## src/rtl/delay_check_monitor.sv

```systemverilog
// Self-checking run monitor: delays the expected stream to match datapath latency,
// counts mismatches on check strobes, and reports pass/fail/timeout under a cycle watchdog.
module delay_check_monitor #(
    parameter int NUM_STAGES = 4,
    parameter int DATA_WIDTH = 16,
    parameter int TIMEOUT    = 100000,
    parameter int CNT_W      = 32
) (
    input  logic                  clk,
    input  logic                  reset,
    input  logic                  start,
    input  logic                  done,
    input  logic                  fail_req,
    input  logic [DATA_WIDTH-1:0] expected_in,
    input  logic                  check_valid,
    input  logic [DATA_WIDTH-1:0] observed,
    output logic [DATA_WIDTH-1:0] delayed_out,
    output logic                  pass,
    output logic                  fail,
    output logic                  timeout,
    output logic                  busy,
    output logic [15:0]           err_count,
    output logic [CNT_W-1:0]      cycle_count,
    output logic [1:0]            dbg_state
);

    typedef enum logic [1:0] {
        S_IDLE = 2'd0,
        S_RUN  = 2'd1,
        S_PASS = 2'd2,
        S_FAIL = 2'd3
    } state_t;

    state_t           r_state;
    logic             r_pass;
    logic             r_fail;
    logic             r_timeout;
    logic             r_busy;
    logic [15:0]      r_err_count;
    logic [CNT_W-1:0] r_cycle_count;

    logic             w_mismatch;
    logic [15:0]      w_err_next;
    logic             w_watchdog;

    // The delay line free-runs regardless of run state so alignment never depends on start timing.
    if (NUM_STAGES == 0) begin : g_bypass
        assign delayed_out = expected_in;
    end else begin : g_pipe
        logic [DATA_WIDTH-1:0] r_stage [NUM_STAGES];

        always_ff @(posedge clk or negedge reset) begin
            if (!reset) begin
                for (int i = 0; i < NUM_STAGES; i++) r_stage[i] <= '0;
            end else begin
                r_stage[0] <= expected_in;
                for (int i = 1; i < NUM_STAGES; i++) r_stage[i] <= r_stage[i-1];
            end
        end

        assign delayed_out = r_stage[NUM_STAGES-1];
    end

    assign w_mismatch = check_valid && (observed != delayed_out);
    assign w_err_next = (w_mismatch && (r_err_count != 16'hFFFF)) ? r_err_count + 16'd1
                                                                   : r_err_count;
    assign w_watchdog = (r_cycle_count == CNT_W'(TIMEOUT - 1));

    // cycle_count only advances while the run continues, so it freezes on the deciding cycle.
    always_ff @(posedge clk or negedge reset) begin
        if (!reset) begin
            r_state       <= S_IDLE;
            r_pass        <= 1'b0;
            r_fail        <= 1'b0;
            r_timeout     <= 1'b0;
            r_busy        <= 1'b0;
            r_err_count   <= '0;
            r_cycle_count <= '0;
        end else if (start) begin
            r_state       <= S_RUN;
            r_pass        <= 1'b0;
            r_fail        <= 1'b0;
            r_timeout     <= 1'b0;
            r_busy        <= 1'b1;
            r_err_count   <= '0;
            r_cycle_count <= '0;
        end else begin
            case (r_state)
                S_RUN: begin
                    r_err_count <= w_err_next;
                    if (fail_req) begin
                        r_state <= S_FAIL;
                        r_fail  <= 1'b1;
                        r_busy  <= 1'b0;
                    end else if (done) begin
                        r_busy <= 1'b0;
                        if (w_err_next == 16'd0) begin
                            r_state <= S_PASS;
                            r_pass  <= 1'b1;
                        end else begin
                            r_state <= S_FAIL;
                            r_fail  <= 1'b1;
                        end
                    end else if (w_watchdog) begin
                        r_state   <= S_FAIL;
                        r_fail    <= 1'b1;
                        r_timeout <= 1'b1;
                        r_busy    <= 1'b0;
                    end else begin
                        r_cycle_count <= r_cycle_count + 1'b1;
                    end
                end
                default: begin
                    r_state <= r_state;
                end
            endcase
        end
    end

    assign pass        = r_pass;
    assign fail        = r_fail;
    assign timeout     = r_timeout;
    assign busy        = r_busy;
    assign err_count   = r_err_count;
    assign cycle_count = r_cycle_count;
    assign dbg_state   = r_state;

endmodule

```

## config.mk

```make
export PLATFORM = sky130hd
export DESIGN_NAME = delay_check_monitor
export DESIGN_NICKNAME = d
export VERILOG_FILES = /design/src/rtl/delay_check_monitor.sv
export SDC_FILE = /design/constraint.sdc
export NUM_CORES = 1
export LEC_CHECK = 0
export ABC_AREA = 1
export CAP_MARGIN = 20
export CORE_MARGIN = 1
export CORE_UTILIZATION = 55
export DETAILED_ROUTE_END_ITERATION = 7
export PLACE_DENSITY = 0.95
export SLEW_MARGIN = 40
export SYNTH_ARGS = -nofsm -noshare
export SYNTH_HDL_FRONTEND = slang
export SYNTH_SLANG_ARGS = --single-unit
```

## constraint.sdc

```tcl
create_clock -name clk -period 3.5 [get_ports clk]
set_input_delay 0.525 -clock clk [delete_from_list [all_inputs] [get_ports clk]]
set_output_delay 0.525 -clock clk [all_outputs]
set_load 0.005 [all_outputs]
```

==> summary.txt <==
Status
  • Run status: finished clean

Yosys
  • Post-Syn Instances: 669
  • Seq/Total Area, Yosys: 52.1%
  • Syn_area_per_cell: 8.47 µm²
  • Synth Cell Area: 5670 µm²
  • Top_reg_cell synth: dfrtp_1
  • Synth Warn #: 0
  • Asr flop ratio synth: 100%
  • Largest area contributor in the netlist: dfrtp_1
  • Top cell type's share of synthesized area: 52.1%
  • Commonest cells in the netlist: 170 x nand2_1, 118 x dfrtp_1, 80 x inv_1
  • Yosys reg bits: 118
  • Top post-synthesis cells by area: dfrtp_1 52%, nand2_1 11%, inv_1 5.3%
  • Count leader, synth: nand2_1
  • Cell variety after synth: 38
  • Number of flops mapped to enable cells by yosys: 0
  • Syn_nets: 709

Global route
  • Layer with the highest usage: met2
  • Grt ovf: 0
  • Number of antenna violations at the first check in global routing: 0
  • Overall global routing resource usage: 32.4%
  • Pin count of the biggest net entering global routing: 74
  • Met3 GRT Util: 9.21%
  • Met1 Use GR: 36.7%
  • Met2 Track Usage GR: 55.3%
  • Via count of the first global-routing pass: 5,310
  • First-pass GRT wire length: 25,500 µm

Die
  • Boundary Pins: 108
  • Row count: 36
  • Initial Utilization: 57.4%
  • Die ar.: 10,700 µm²
  • Die Span X: 103 µm
  • Chip Height: 103 µm
  • Core Region: 9860 µm²

Final layout
  • Final Non-Filler Cells: 916
  • Diode count: 0
  • Layout Nets: 810
  • P&R area growth vs syn: 29.6%
  • Proportion of layout cells with a drive suffix above 1: 8.17%

Clock tree
  • Cts bufs inserted: 17
  • Setup bufs post-CTS: 0
  • Clock Latency Late Sink: 510 ps
  • Num Clock Sinks: 118
  • CTS Buffer Depth: 2
  • Clock tree root buffer cell: clkbuf_8
  • CTS tree: yes
  • CTS hold repair buffers: 0
  • H-Tree Depth: 4
  • Clock transition at the registers of the reported paths: 60 ps
  • Post-CTS resize count: 0

Power
  • Switching share of power: 24.9%
  • VDD IR max: 0.331 mV
  • Flop pwr share: 42.1%
  • Internal: 0.00259 W
  • Sw power: 0.000858 W
  • Leak Pwr: 3.15 nW
  • Gate power share: 8.1%
  • P per Cell Area: 469 nW/µm²
  • Clock network fraction of total power: 49.8%

Timing
  • Final Max Slew Viols: 0
  • Worst slew pin tran: 597 ps
  • Setup Skew: 8.91 ps
  • Final worst-path cycle share: 78.9%
  • Fmax: 362 MHz
  • Setup violations, final: 0
  • Fin. Hold Viols: 0
  • Post-route minimum period: 2760 ps
  • Setup_tns: 0 ps
  • Unrepaired setup endpoints after global routing: no
  • Slew margin rel.: 60.2%

Setup path
  • Critical Path RT: 3900 ps
  • Register-to-register setup slack: 740 ps
  • Worst Setup End Kind: register
  • CP Launch Point: cycle_count[0]$_DFFE_PN0P_
  • Worst EP arrival: 3160 ps
  • Critical-path top delay cell: dfrtp_1
  • CP Cell Sequence: ha_1, nand2_1, nor2_2, inv_2, nor4_1, nand3_1, nand2_2, nand2_4, nand3_1, o21ai_0, nand2_1, nor2_1
  • Worst R2R Start: cycle_count[0]$_DFFE_PN0P_
  • CP delay by family, top: simple AND/OR/NAND/NOR gates
  • Buf+Inv Stages, Crit Path: 1
  • Worst reg-to-reg path cell count: 12
  • Worst Path Class, Setup: reg -> reg
  • Worst setup SP type: register
  • Peak fanout along the critical path: 27
  • Worst r2r dst: cycle_count[9]$_DFFE_PN0P_
  • CP peak stage delay: 420 ps

Drt
  • Number of nets with antenna violations after routing: 0
  • First drt pass iteration count: 6
  • Via total after detailed routing: 5,157
  • Vias per cell: 5.63
  • Wire per inst: 17.4 µm
  • DR iter-0 viols: 367
  • DRT Wirelength: 15,900 µm
  • DRC violations left: 0

Placement
  • Placed Cells: 884
  • Routability cong.: 0.949
  • # port buffers: 107
  • DP HPWL: 10,900 µm

Hold path
  • Worst hold path class: in -> async

Flow run
  • Max_cap viols: 0
[worst max-delay path by stage]
| stage | to | slack [ps] | cells after the start |
|---|---|---|---|
| floorplan | cycle_count[11]$_DFFE_PN0P_ | 1520 | 11 |
| global placement | dbg_state[0]$_DFFE_PN0P_ | 800 | 16 |
| detailed placement | fail$_DFFE_PN0P_ | 660 | 18 |
| CTS | cycle_count[20]$_DFFE_PN0P_ | 850 | 11 |
| global route | cycle_count[20]$_DFFE_PN0P_ | 500 | 11 |
| finish | cycle_count[9]$_DFFE_PN0P_ | 740 | 12 |
[layout by cell type (no fill, tap or decap), types with 12 or more instances in the layout]
cell / n
o21ai_0: 15
inv_1: 80
nor3_1: 22
nand2_1: 170
nand4_1: 22
clkdlybuf4s50_1: 106
xor2_1: 25
nand3_1: 37
o21ai_1: 12
nor2_1: 62
dfrtp_1: 118
clkbuf_16: 16
o31ai_1: 14
[through the flow]
stage | instance area (µm²) | total power, W | utilization (%) | hold slack [ps] | setup slack, ps
floorplan | 5670 | 0.00160 | - | 229 | 1520
global placement | 6750 | 0.00173 | 68.4 | 331 | 797
detailed placement | 6750 | 0.00175 | 68.4 | 335 | 656
CTS | 7340 | 0.00346 | 74.4 | 19.0 | 852
global route | 7340 | 0.00356 | 74.4 | 45.6 | 495
finish | 7340 | 0.00345 | 74.4 | 15.1 | 740
[per-layer routing]
layer | share of wire, % | vias to the layer above | wire length, µm
met5 | 0 | - | 0
met4 | 4.4 | 0 | 704
met3 | 8.8 | 70 | 1410
met2 | 50 | 328 | 7960
met1 | 37 | 2416 | 5840
li1 | - | 2343 | -
[registers in the layout, indices dropped and copies added (netlist names)]
name	count
busy	1
cycle_count	32
dbg_state	2
delayed_out	16
err_count	16
fail	1
g_pipe.r_stage	48
pass	1
timeout	1
[cell families (layout without fill, tap and decap cells)]
family	Yosys count	in the layout	share of synthesized area, %
simple gates	345	345	27.5
flops	118	118	52.1
fa+ha+maj	2	2	0.442
buf+inv	117	231	9.34
compound gates	61	61	6.58
xor+xnor	26	26	4.02
[final cells by class]
type,count,area [µm²]
tap,133,166
timing repair buffer,112,1120
clock inverter,14,165
multi-input combinational,434,2180
inverter,87,327
sequential,118,2950
clock buffer,18,428
fill,666,2520
[power groups by stage]
| stage | clock, W | combinational, W | sequential [W] |
|---|---|---|---|
| after global placement | 0 | 0.000258 | 0.00147 |
| after global routing | 0.00180 | 0.000307 | 0.00146 |
| after floorplan | 0 | 0.000130 | 0.00146 |
| after detailed placement | 0 | 0.000272 | 0.00147 |
| final | 0.00172 | 0.000278 | 0.00145 |
| after CTS | 0.00174 | 0.000278 | 0.00145 |
Power figures use the tool's default switching activity.
